<file path="src/rtl/uart_pkg.sv">
// uart_pkg: shared types and default sizes for the UART receive path.
// The receiver and uart_rx_fifo both take their byte width from UART_DATA_W.
package uart_pkg;

   localparam int unsigned UART_DATA_W     = 8;
   localparam int unsigned UART_FIFO_DEPTH = 16;

   // Capture FSM: WAIT for a completed byte, ACK it until the receiver drops done
   typedef enum logic {
      ST_WAIT = 1'b0,
      ST_ACK  = 1'b1
   } cap_state_e;

endpackage : uart_pkg

</file>
<file path="src/rtl/uart_fifo_ram.sv">
// uart_fifo_ram: DEPTH x DATA_W storage, synchronous write, asynchronous read.
// Contents are deliberately not reset.
module uart_fifo_ram #(
   parameter int unsigned DEPTH  = 16,
   parameter int unsigned DATA_W = 8,
   parameter int unsigned ADDR_W = $clog2(DEPTH)
) (
   input  logic              clk,
   input  logic              i_we,
   input  logic [ADDR_W-1:0] i_waddr,
   input  logic [DATA_W-1:0] i_wdata,
   input  logic [ADDR_W-1:0] i_raddr,
   output logic [DATA_W-1:0] o_rdata
);

   logic [DATA_W-1:0] r_mem [DEPTH];

   // Write port: one entry per clock when enabled
   always_ff @(posedge clk) begin
      if (i_we) begin
         r_mem[i_waddr] <= i_wdata;
      end
   end

   // Read port: combinational so the FIFO head falls through
   assign o_rdata = r_mem[i_raddr];

endmodule : uart_fifo_ram

</file>
<file path="src/rtl/uart_rx_fifo.sv">
// uart_rx_fifo: captures bytes from the UART receiver (data/done), acks them on
// rx_clear and queues them in a first-word-fall-through FIFO with a
// valid/ready output stream.
// Build option UART_RX_FIFO_OVF_EN: when defined, a byte arriving at a full
// queue is acked and dropped and the sticky overflow flag is set; when
// undefined, the ack is withheld so the receiver holds the byte (lossless).
module uart_rx_fifo
   import uart_pkg::*;
#(
   parameter int unsigned DEPTH  = UART_FIFO_DEPTH,
   parameter int unsigned DATA_W = UART_DATA_W,
   parameter int unsigned PTR_W  = $clog2(DEPTH)
) (
   input  logic              clk,
   input  logic              rst,
   input  logic [DATA_W-1:0] rx_data,
   input  logic              rx_done,
   output logic              rx_clear,
   output logic [DATA_W-1:0] m_data,
   output logic              m_valid,
   input  logic              m_ready,
   output logic [PTR_W:0]    count,
   output logic              overflow,
   input  logic              ovf_clr
);

   localparam logic [PTR_W:0] LP_FULL = (PTR_W+1)'(DEPTH);
   localparam logic [PTR_W:0] LP_ONE  = (PTR_W+1)'(1);

   cap_state_e        r_state;
   cap_state_e        w_state_nxt;
   logic              r_rx_clear;
   logic              r_m_valid;
   logic [PTR_W-1:0]  r_wr_ptr;
   logic [PTR_W-1:0]  r_rd_ptr;
   logic [PTR_W:0]    r_count;
   logic [PTR_W:0]    w_count_nxt;
   logic [DATA_W-1:0] w_rd_data;
   logic              w_push;
   logic              w_pop;
   logic              w_full;
   logic              w_space;
`ifdef UART_RX_FIFO_OVF_EN
   logic              w_drop;
   logic              r_overflow;
`else
   logic              w_unused_ovf_clr;
`endif

   assign w_pop   = r_m_valid && m_ready;
   assign w_full  = (r_count == LP_FULL);
   // A pop on the same edge frees the slot the new byte needs
   assign w_space = !w_full || w_pop;

   // Capture FSM next-state and push/drop decode
   always_comb begin
      w_state_nxt = r_state;
      w_push      = 1'b0;
`ifdef UART_RX_FIFO_OVF_EN
      w_drop      = 1'b0;
`endif
      case (r_state)
         ST_WAIT: begin
            if (rx_done) begin
               if (w_space) begin
                  w_push      = 1'b1;
                  w_state_nxt = ST_ACK;
               end
`ifdef UART_RX_FIFO_OVF_EN
               else begin
                  // Drop-newest: still ack so the receiver never stalls
                  w_drop      = 1'b1;
                  w_state_nxt = ST_ACK;
               end
`endif
            end
         end
         ST_ACK: begin
            // Hold the ack until done falls so a byte is written only once
            if (!rx_done) begin
               w_state_nxt = ST_WAIT;
            end
         end
         default: begin
            w_state_nxt = ST_WAIT;
         end
      endcase
   end

   // Capture FSM state register and registered ack to the receiver
   always_ff @(posedge clk or posedge rst) begin
      if (rst) begin
         r_state    <= ST_WAIT;
         r_rx_clear <= 1'b0;
      end else begin
         r_state    <= w_state_nxt;
         r_rx_clear <= (w_state_nxt == ST_ACK);
      end
   end

   // Occupancy next value; push and pop together leave it unchanged
   always_comb begin
      w_count_nxt = r_count;
      if (w_push && !w_pop) begin
         w_count_nxt = r_count + LP_ONE;
      end else if (!w_push && w_pop) begin
         w_count_nxt = r_count - LP_ONE;
      end
   end

   // Pointers wrap naturally at DEPTH; count and valid are registered
   always_ff @(posedge clk or posedge rst) begin
      if (rst) begin
         r_wr_ptr  <= '0;
         r_rd_ptr  <= '0;
         r_count   <= '0;
         r_m_valid <= 1'b0;
      end else begin
         if (w_push) begin
            r_wr_ptr <= r_wr_ptr + PTR_W'(1);
         end
         if (w_pop) begin
            r_rd_ptr <= r_rd_ptr + PTR_W'(1);
         end
         r_count   <= w_count_nxt;
         r_m_valid <= (w_count_nxt != '0);
      end
   end

`ifdef UART_RX_FIFO_OVF_EN
   // Sticky overflow flag; a drop wins over a simultaneous clear
   always_ff @(posedge clk or posedge rst) begin
      if (rst) begin
         r_overflow <= 1'b0;
      end else if (w_drop) begin
         r_overflow <= 1'b1;
      end else if (ovf_clr) begin
         r_overflow <= 1'b0;
      end
   end

   assign overflow = r_overflow;
`else
   assign overflow         = 1'b0;
   assign w_unused_ovf_clr = ovf_clr;
`endif

   uart_fifo_ram #(
      .DEPTH  (DEPTH),
      .DATA_W (DATA_W),
      .ADDR_W (PTR_W)
   ) u_ram (
      .clk     (clk),
      .i_we    (w_push),
      .i_waddr (r_wr_ptr),
      .i_wdata (rx_data),
      .i_raddr (r_rd_ptr),
      .o_rdata (w_rd_data)
   );

   assign rx_clear = r_rx_clear;
   assign m_valid  = r_m_valid;
   assign count    = r_count;
   // Head reads as zero while the queue is empty
   assign m_data   = r_m_valid ? w_rd_data : '0;

endmodule : uart_rx_fifo

</file>
<file path="config.mk">
export PLATFORM = sky130hd
export DESIGN_NAME = uart_rx_fifo
export DESIGN_NICKNAME = d
export VERILOG_FILES = /design/src/rtl/uart_pkg.sv /design/src/rtl/uart_fifo_ram.sv /design/src/rtl/uart_rx_fifo.sv
export SDC_FILE = /design/constraint.sdc
export NUM_CORES = 1
export LEC_CHECK = 0
export CORE_MARGIN = 1
export CORE_UTILIZATION = 59
export DETAILED_ROUTE_END_ITERATION = 7
export HOLD_SLACK_MARGIN = 0.02
export PLACE_DENSITY = 0.78
export SETUP_SLACK_MARGIN = 0.02
export SLEW_MARGIN = 20
export SYNTH_ARGS = -nofsm -noshare
export SYNTH_HDL_FRONTEND = slang
export SYNTH_HIERARCHICAL = 1
export SYNTH_SLANG_ARGS = --single-unit
</file>
<file path="constraint.sdc">
create_clock -name clk -period 3.6 [get_ports clk]
set_input_delay 0.72 -clock clk [delete_from_list [all_inputs] [get_ports clk]]
set_output_delay 0.72 -clock clk [all_outputs]
set_load 0.005 [all_outputs]
</file>
Word-level counts from Yosys, hierarchy flattened
Memory sizes are Yosys's and may differ from the RTL's.
Index checks and enable logic that the tools add are counted.
{ "totals": {"reg_bits": 15, "latch_bits": 0, "ramBits": 128, "rom_bits": 0, "input_bits": 13, "output_inout_bits": 16, "word_cells": 30, "mem_count": 1} }
{ "memory_table": {"columns": ["name", "depth", "word_bits", "read_ports", "rd_ports_with_merged_regs", "write_ports", "line_no", "rtl"], "rows": [
  ["u_ram.r_mem", 16, 8, 1, 0, 1, "uart_fifo_ram.sv:16", "logic [DATA_W-1:0] r_mem [DEPTH];"]
]} }
{ "op_classes": {"n_addsub": 4, "mul": 0, "n_div": 0, "n_lt_le_gt_ge": 0, "eq_ne": 1, "shifts": 0, "n_mux": 10, "bitwise_logic": 1, "reduce_logical": 8} }
{ "ops": {"columns": ["op", "n"], "rows": [
  ["$mux 5", 2],
  ["$add 4x1->4 const B", 2],
  ["$mux 8", 1],
  ["$mux 1", 6],
  ["$add 5x1->5 const B", 1],
  ["$eq 5x5->1 const B", 1],
  ["$reduce_bool 5->1", 1],
  ["$sub 5x1->5 const B", 1],
  ["$logic_and 1x1->1", 3],
  ["$logic_not 1->1", 3],
  ["$pmux 1 s2", 1],
  ["$logic_or 1x1->1", 1],
  ["$not 1->1", 1]
]} }

Logic depth before layout (Yosys ltp)
Gate-level depths: netlist of the first run.
{ "logic_depth": {"word_depth": 11, "ltp_mapped": 7, "ltp_nobuf": 7} }

Modules after synthesis
Netlist of the first run, hierarchy kept.
{ "by_module_without_submodules": {"columns": ["module", "n_inst", "cells_each", "area_each_um2", "seq_area_each_um2"], "rows": [
  ["uart_fifo_ram", 1, 221, 4987.3, 3843.7],
  ["uart_rx_fifo", 1, 84, 845.8, 375.4]
]} }

Worst setup path before layout of the first run
Ideal clock, no wire load.
{ "synth_path": {"path_kind": "register to register", "from": "reg r_count[0], in the netlist count[0]", "to": "mem u_ram.r_mem[0][0], enable pin", "setup_ns": 0.383, "arrival_time_ns": 2.521, "required_time_ns": 3.217, "path_slack_ns": 0.695, "stages_incl_launch_ff": 7, "path_buffers": 0, "period_less_slack_ns": 2.905, "path_cell_list": "dfrtp_1 -> inv_1 -> ha_1 -> and4bb_2 -> a21oi_1 -> or3b_2 -> nor3_1"} }
{ "synth_via": {"elab_chain_len": 8} }
{ "synth_rtl": {"columns": ["element", "line_no", "rtl"], "rows": [
  ["start: declaration", "uart_rx_fifo.sv:36", "logic [PTR_W:0] r_count;"],
  ["start signal: assignment", "uart_rx_fifo.sv:125", "r_count <= w_count_nxt;"],
  ["$eq 5x5->1", "uart_rx_fifo.sv:51", "assign w_full = (r_count == LP_FULL);"],
  ["$logic_not 1->1", "uart_rx_fifo.sv:53", "assign w_space = !w_full || w_pop;"],
  ["$logic_or 1x1->1", "uart_rx_fifo.sv:53", null],
  ["$mux 1", "uart_rx_fifo.sv:65", "if (w_space) begin"],
  ["$mux 1", "uart_rx_fifo.sv:64", "if (rx_done) begin"],
  ["$mux 1", "uart_rx_fifo.sv:62", "case (r_state)"],
  ["named net w_push", "uart_rx_fifo.sv:39", "logic w_push;"],
  ["$mux 1", "uart_fifo_ram.sv:20", "if (i_we) begin"],
  ["$mux 1 (implied by the code)", "uart_fifo_ram.sv:21", "r_mem[i_waddr] <= i_wdata;"],
  ["end: declaration", "uart_fifo_ram.sv:16", null]
]} }
The timed path passes the listed nets, and every way through them passes these cells.

Worst setup path in the final report of the first run
{ "layout_path": {"from": "reg r_rd_ptr[0]", "to": "out m_data[1]"} }
{ "layout_via": {"elab_chain_len": 2} }
{ "layout_rtl": {"columns": ["element", "line_no", "rtl"], "rows": [
  ["start: declaration", "uart_rx_fifo.sv:35", "logic [PTR_W-1:0] r_rd_ptr;"],
  ["start signal: assignment", "uart_rx_fifo.sv:123", "r_rd_ptr <= r_rd_ptr + PTR_W'(1);"],
  ["$mem_v2 16x8", null, null],
  ["named net w_rd_data[1]", "uart_rx_fifo.sv:38", "logic [DATA_W-1:0] w_rd_data;"],
  ["$mux 8", "uart_rx_fifo.sv:165", "assign m_data = r_m_valid ? w_rd_data : '0;"],
  ["end: declaration", "uart_rx_fifo.sv:19", "output logic [DATA_W-1:0] m_data,"]
]} }
The timed path passes the listed nets, and every way through them passes these cells.

==> impl_summary.md, run 1 <==
Placement
The cell area after placement is 6326 um^2. The final weighted congestion in routability-driven placement is 0.7651. The count of buffers from port buffering is 26. The half-perimeter wire length after placement is approximately 6700 um.

Die
In this run the standard cell core region covers 9415 um^2. The number of standard-cell rows in the floorplan is 35. The die width is 101.4 um. The effective utilization at floorplan is between 60 and 70%.

The die covers 10290 um^2. In this run the count of I/O pins placed on the die edge is 29. The floorplan step set the die height to 101.4 um.

Clock tree
The total CTS buffers is 17. The number of H-tree levels is 4. For the worst-skew pair, the clock arrives at the later sink with an insertion delay of 510 ps. The number of sinks driven by the clock tree is 143. The maximum buffer depth of the clock tree is 2. TritonCTS built the clock tree. Clock-pin slew was measured on the worst setup and hold paths at 60 ps. The tree is rooted in a sky130_fd_sc_hd__clkbuf_8.

Synthesis
The cell area after synthesis is between 5000 and 6000 um^2. Counting flops with a built-in enable in the synthesized netlist gives ~130. Of the synthesized area, sequential elements account for a little over 70%. A synthesized cell averages 19.12 um^2. The distinct cell type count of the synthesized netlist is 38. The fraction of registers with async set or reset after synthesis is 10.49%.

The cell type with the largest total area after synthesis is sky130_fd_sc_hd__edfxtp_1. Yosys attributes the largest share of cell area to sky130_fd_sc_hd__edfxtp_1, sky130_fd_sc_hd__mux4_2, sky130_fd_sc_hd__dfrtp_1. The most used flip-flop cell after synthesis is sky130_fd_sc_hd__edfxtp_1.

The synthesized design devotes to its leading area cell type 65.89% of total area. The number of nets in the synthesized netlist is 323. Counting flops and latches in the post-synthesis netlist gives roughly 140. Counting every instance in the synthesized netlist gives 305.

The number of warning messages in the yosys log is 6.

Timing
For this run, the top clock speed supported by timing is roughly 290 MHz. Setup violations remaining at the end of the flow were counted as 0. The final setup skew is 7.947 ps.

The final period demand of the worst path is 3427 ps. The max-slew headroom at the worst pin is 51.66%. The final-layout setup total negative slack is 0 ps.

After layout, the worst path uses 95.20% of the clock period. For the pin with the worst max-slew slack, the measured transition is 723.7 ps. The final-report hold violation count was 0. The final count of pins violating max slew is 0. Setup repair after global routing left no endpoint under its margin.

Routing
The count of antenna-violating nets left after detailed routing is 0. For this block, the routed nets add up to 11210 um of wire. The average via count per standard cell is 6.155. After detailed routing, the average wire length per cell comes to 22.29 um. The first-pass iteration count of the detailed router is 4. The number of DRC markers in iteration 0 is 272. For this block, the via count after detailed routing is 3096. The total DRC errors in the routed layout is 0.

Pwr
The peak supply drop is approximately 0.39 mV. The analysis attributes to cell leakage a power of 0.002385 uW. The power density over the cells is 798.0 nW/um^2.

Setup path
At the worst endpoint, the arrival time is ~2700 ps. Along the worst path, the maximum fanout reaches 6. The worst endpoint required time is 2880 ps. The kind of launch point of the worst setup path is a register. The family with the most delay on the worst path is buffers and inverters.

Walking the worst path, the cells encountered are buf_4, mux4_1, a22oi_1, nand2_1, and2_1, clkdlybuf4s50_1. The largest single stage delay on the critical path is 610 ps. The number of buffers and inverters on the critical path is 2.

The nature of the critical path endpoint is an output port. The worst setup path category is reg2out. The largest individual stage delay along the critical path comes from the cell sky130_fd_sc_hd__mux4_1.

Layout
0 antenna diodes ended up in the layout. The layout cell share with drive strength beyond 1 is 21.66%. Cells fill 73.98% of the core in the end.

The final design area excluding fillers is about 7000 um^2. For this run, the post-layout net count is between 300 and 400. The relative area change from synthesis to final layout is 19.41%.

Global routing
The number of global-route vias before repair is 2948. The number of antenna violations at the first check in global routing was 0. Entering global routing, the biggest net connects 28 pins. Across every metal layer, demand over resource in global routing totals 23.87%.

Global routing finished with a remaining overflow of 0. The first-pass GRT wire length is between 15000 and 20000 um.

Outcome
The flow ran to the end, and the final reports show no timing, DRC or antenna violations.

Flow run
The reported max-cap violation count is 0.

Hold path
The path class of the tightest hold or removal check is reg2reg.
==> cell families (layout without fill, tap and decap cells) <==
logic type | Yosys count | count (layout) | share of synthesized area, %
flip-flops | 143 | 143 | 72.33
AO/OA/AOI/OAI | 29 | 29 | 3.539
multiplexers | 33 | 33 | 13.45
buffers and inverters | 15 | 84 | 1.995
adder cells (fa/ha/maj) | 5 | 5 | 1.073
AND/OR/NAND/NOR | 70 | 70 | 6.199
other | 1 | 1 | 0.06429
XOR/XNOR | 9 | 9 | 1.351
==> area by class of cell <==
cell class / instances / area, um^2
flip-flops and latches: 143 / 4224
fillers: 542 / 2450
multi-input cells: 147 / 1498
repair buffers: 50 / 465.4
clock buffers: 19 / 421.7
clock inverters: 12 / 183.9
well taps: 129 / 161.4
inverters: 3 / 11.26
==> per-layer routing <==
layer / routed length, um / global-route usage, %
met5: 0 / 0
met4: 133 / 8.473
met3: 544 / 5.728
met2: 5453 / 36.21
met1: 5080 / 34.56
==> metrics by stage <==
step	hold WS (ps)	power, uW	setup WS (ps)	std cells
2_1_floorplan	486.6	3164	695.3	305
3_3_place_gp	508.9	3705	484.6	468
3_5_place_dp	521.5	3752	465.8	468
4_1_cts	540.2	5590	119.8	503
5_1_grt	562.2	5811	63.58	503
6_report	551.6	5559	172.9	503
==> cell usage after synthesis, types with 2 or more instances <==
library cell and count:
sky130_fd_sc_hd__a21oi_1 2, sky130_fd_sc_hd__a22oi_1 17, sky130_fd_sc_hd__and2_1 9, sky130_fd_sc_hd__buf_2 3, sky130_fd_sc_hd__buf_4 2, sky130_fd_sc_hd__buf_6 4
sky130_fd_sc_hd__clkdlybuf4s25_2 3, sky130_fd_sc_hd__dfrtp_1 15, sky130_fd_sc_hd__edfxtp_1 128, sky130_fd_sc_hd__ha_1 5, sky130_fd_sc_hd__inv_1 3, sky130_fd_sc_hd__mux4_1 14
sky130_fd_sc_hd__mux4_2 18, sky130_fd_sc_hd__nand2_1 17, sky130_fd_sc_hd__nand2b_1 3, sky130_fd_sc_hd__nand3_1 6, sky130_fd_sc_hd__nand3b_1 2, sky130_fd_sc_hd__nand4_1 2
sky130_fd_sc_hd__nor2_1 16, sky130_fd_sc_hd__nor2b_1 2, sky130_fd_sc_hd__nor3_1 6, sky130_fd_sc_hd__o21a_1 2, sky130_fd_sc_hd__o21ai_0 4, sky130_fd_sc_hd__xnor2_1 8
==> what timing repair did <==
action,CTS,global route
gates cloned,0,0
endpoints found under the setup margin,8,2
pin swaps,0,0
hold buffers,0,0
setup buffers,4,0
resized for setup,1,1
hold endpoints to repair,0,0
==> where the power goes <==
part | internal [uW] | total, uW | switching, uW
Sequential | 1980 | 2160 | 189
Clock | 1130 | 1770 | 642
Combinational | 890 | 1620 | 733
==> sequential cells by signal, indices dropped and copies added, names as in the netlist <==
register     count
u_ram/r_mem    128
r_wr_ptr         4
m_valid          1
rx_clear         1
count            5
r_rd_ptr         4
==> worst paths after layout <==
check                            start  cells after the start                end  slack [ps]
max                        r_rd_ptr[0]                      6          m_data[1]         170
max in group asynchronous          rst                      2        r_rd_ptr[0]        2610
max reg2reg                   count[0]                      8  u_ram/r_mem[0][0]        1020
min reg2reg                   rx_clear                      1           rx_clear         550
min in group asynchronous          rst                      2            m_valid         570
min                           rx_clear                      1           rx_clear         550
==> cells in the final DEF (no fill, tap or decap), types with 3 or more instances in the layout <==
| cell type | n |
|---|---|
| sky130_fd_sc_hd__edfxtp_1 | 128 |
| sky130_fd_sc_hd__clkdlybuf4s50_1 | 26 |
| sky130_fd_sc_hd__buf_4 | 22 |
| sky130_fd_sc_hd__mux4_2 | 18 |
| sky130_fd_sc_hd__nand2_1 | 17 |
| sky130_fd_sc_hd__a22oi_1 | 17 |
| sky130_fd_sc_hd__nor2_1 | 16 |
| sky130_fd_sc_hd__clkbuf_16 | 16 |
| sky130_fd_sc_hd__mux4_1 | 14 |
| sky130_fd_sc_hd__dfrtp_1 | 13 |
| sky130_fd_sc_hd__and2_1 | 9 |
| sky130_fd_sc_hd__xnor2_1 | 8 |
| sky130_fd_sc_hd__nor3_1 | 6 |
| sky130_fd_sc_hd__nand3_1 | 6 |
| sky130_fd_sc_hd__ha_1 | 5 |
| sky130_fd_sc_hd__o21ai_0 | 4 |
| sky130_fd_sc_hd__bufinv_16 | 4 |
| sky130_fd_sc_hd__nand2b_1 | 3 |
| sky130_fd_sc_hd__inv_1 | 3 |
| sky130_fd_sc_hd__inv_6 | 3 |
Note: power is estimated with default switching activity, not from simulation.
==> inputs of run 2 (changes only) <==
CORE_MARGIN = 10   (was 1)
==> impl_summary.md, run 2 (synthesis gave the netlist of run 1 again) <==
Routing
The first-pass iteration count of the detailed router is 5 (+1). The total detailed-routing wirelength is 11230 um (+0.13%). The average routed wire per standard cell was 22.32 um (+0.13%). The via total after detailed routing is 3000 (-3.1%). The average via count per standard cell came to 5.964 (-3.1%). The number of DRC markers in iteration 0 is 266 (-2.2%).

The total DRC errors in the routed layout is 0 (unchanged). The count of antenna-violating nets left after detailed routing is 0 (unchanged).

Setup path
The worst flop-to-flop path startpoint is count[0]. Walking the worst path, the cells encountered are buf_6, mux4_1, a22oi_1, nand2_1, and2_1, clkdlybuf4s50_1. The kind of launch point of the worst setup path is a register. The endpoint of the worst-slack reg-to-reg timing path is u_ram/r_mem[0][7]. The minimum setup slack among reg-to-reg paths is 1030 ps (about the same). The highest cell delay on the worst timing path is 590 ps (-20 ps). The library cell contributing the largest single delay on the critical path is sky130_fd_sc_hd__mux4_1. The worst endpoint required time was 2880 ps (about the same). The nature of the critical path endpoint is an output port. The peak fanout along the critical path came to 16 (+10).

The arrival time at the worst endpoint is 2760 ps (+50 ps). The worst-case reg-to-reg path depth came to 8 (unchanged). The worst setup path category is reg2out.

Layout
The sequential standard cell area came to 4220 um^2 (about the same). The flip-flop count of the largest register after layout is 128 (unchanged). The count of filler cells inserted in the layout is 592 (+9.2%). The multi-input logic area came to 1498 um^2 (unchanged). The most common cell after layout, fill and taps aside is sky130_fd_sc_hd__edfxtp_1. In the layout the commonest cells are sky130_fd_sc_hd__edfxtp_1, sky130_fd_sc_hd__clkdlybuf4s50_1, sky130_fd_sc_hd__mux4_2. The final design area excluding fillers came to 6880 um^2 (-1.2%).

The largest register by flop count is u_ram/r_mem. The layout cell share with drive strength beyond 1 was 20.54% (-1.1 points). The count of inserted antenna diode cells is 0 (unchanged).

The relative area change from synthesis to final layout is 17.95%. The total number of nets in the final design is 375 (-1.3%). The final instance count without filler cells is 503 (unchanged).

Die
The area of the die is 14260 um^2 (+39%). The number of standard-cell rows in the floorplan came to 36 (+2.9%). The area of the core is 9684 um^2 (+2.9%). The effective utilization at floorplan is 60.23% (-1.7 points).

The die width is 119.4 um (+18%). The number of ports placed on the die boundary is 29 (unchanged). The die height is 119.4 um (+18%).

Pwr
The peak supply drop is 0.4353 mV (+11%). The leakage power figure is 0.002337 uW (-2.0%). The power consumption came to 5404 uW (-2.8%). The power density over the cells is 785.5 nW/um^2 (-1.6%).

Clock tree
The cell chosen for the clock root is sky130_fd_sc_hd__clkbuf_8. The maximum buffer depth of the clock tree is 2 (unchanged). The total setup buffers inserted after CTS is 0 (-4). The CTS tree is built. The clock transition at the registers of the reported paths came to 60 ps (about the same). The total CTS buffers is 17 (unchanged). The number of H-tree levels is 4 (unchanged).

The insertion delay to the later sink of the worst-skew pair is 540 ps (+30 ps). The number of sinks driven by the clock tree is 143 (unchanged).

Timing
The final-report hold violation count is 0 (unchanged). The final setup skew is 11.40 ps (+3.458 ps). The max-slew headroom at the worst pin is 48.58% (-3.1 points). The share of the clock period used by the worst path after layout is 96.65% (+1.5 points). The slew at the pin with the worst max-slew slack is 768.4 ps (+44.75 ps).

The worst hold slack across all endpoints is 531.0 ps (-20.63 ps). The count of final setup violators is 0 (unchanged). The final period demand of the worst path was 3479 ps (+52.28 ps). The maximum achievable frequency is 287.4 MHz (-1.5%). Setup repair after global routing could not meet its margin everywhere.

The final count of pins violating max slew was 0 (unchanged). The smallest setup slack after layout is 120.6 ps (-52.28 ps).

Global routing
The maximum number of pins on one net before global-route repair came to 36 (+29%). The first-pass GRT wire length came to 17670 um (+4.4%). The number of antenna violations at the first check in global routing came to 0 (unchanged). The number of global-route vias before repair is 3052 (+3.5%).

The total overflow reported by the global router was 0 (unchanged). The global-route usage over all layers is 16.59% (-7.3 points).

Placement
The total instance count after detailed placement came to 471 (+0.64%). The cell area after placement is 6299 um^2 (-0.44%). The count of buffers from port buffering was 26 (unchanged). The final weighted congestion in routability-driven placement is 0.7982 (+4.3%). The half-perimeter wire length after placement was 7127 um (+7.1%). The worst setup slack before clock tree synthesis came to 612.0 ps (+146.2 ps).

Hold path
The worst hold path terminates at rx_clear. The count of cells along the worst hold path is 1 (unchanged). The worst hold path belongs to the class reg2reg. The critical hold path startpoint is rx_clear.

Outcome
The run finished with clean final reports.

Flow run
The reported max-cap violation count is 0 (unchanged).
[run 2: cell types whose count changed in the layout (fill, tap and decap cells not counted), moves of 2 or more]
cell / before / now
sky130_fd_sc_hd__buf_4: 22 / 17
sky130_fd_sc_hd__buf_6: 0 / 2
sky130_fd_sc_hd__buf_12: 2 / 0
sky130_fd_sc_hd__inv_6: 3 / 5
sky130_fd_sc_hd__bufinv_16: 4 / 2
[run 2: where the power goes]
part	switching (uW)	internal, uW	leakage, uW
registers	152	1970	0.00133
clock network	682	996	0.000271
logic	759	844	0.000738
total	1590	3810	0.00234
[run 2: timing repair]
item | in CTS | in global routing
setup endpoints to repair | 0 | 7
hold buffers | 0 | 0
gates resized for setup | 0 | 2
[run 2: routing by layer]
metal | wire length (um) | part of all wire, % | GRT usage [%] | vias up
li1 | - | - | - | 1338
met1 | 4744 | 42 | 21.91 | 1539
met2 | 5545 | 49 | 26.04 | 105
met3 | 733 | 6.5 | 3.921 | 18
met4 | 203 | 1.8 | 6.938 | 0
met5 | 0 | 0 | 0 | -
[run 2: metrics by stage]
stage,util (%),setup TNS [ps]
final,71.05,0
after global routing,71.05,-2.164
after CTS,70.97,0
after detailed placement,65.04,0
after global placement,65.04,0
after floorplan,-,0
[run 2: how the worst max path moves through the flow]
stage	end	from	slack, ps	depth (start not counted)
finish	m_data[5]	r_rd_ptr[0]	120	6
global route	m_data[5]	r_rd_ptr[0]	-2	6
CTS	m_data[4]	r_rd_ptr[0]	40	6
detailed placement	m_data[5]	r_rd_ptr[0]	610	6
global placement	m_data[5]	r_rd_ptr[0]	630	6
floorplan	u_ram/r_mem[0][0]	count[0]	700	6
[run 2: layout make-up]
type	count	area share, %
timing repair buffer	45	5.965
multi-input combinational	147	21.77
sequential	143	61.34
clock inverter	14	2.273
inverter	3	0.1637
tap	133	2.419
clock buffer	18	6.074
[run 2: critical path, delay by kind of cell, from the launching register on]
| kind | cells | cell delay, ps |
|---|---|---|
| buffers and inverters | 2 | 680 |
| muxes | 1 | 590 |
| DFF | 1 | 380 |
| AOI/OAI and AO/OA | 1 | 310 |
| and+or+nand+nor | 2 | 260 |
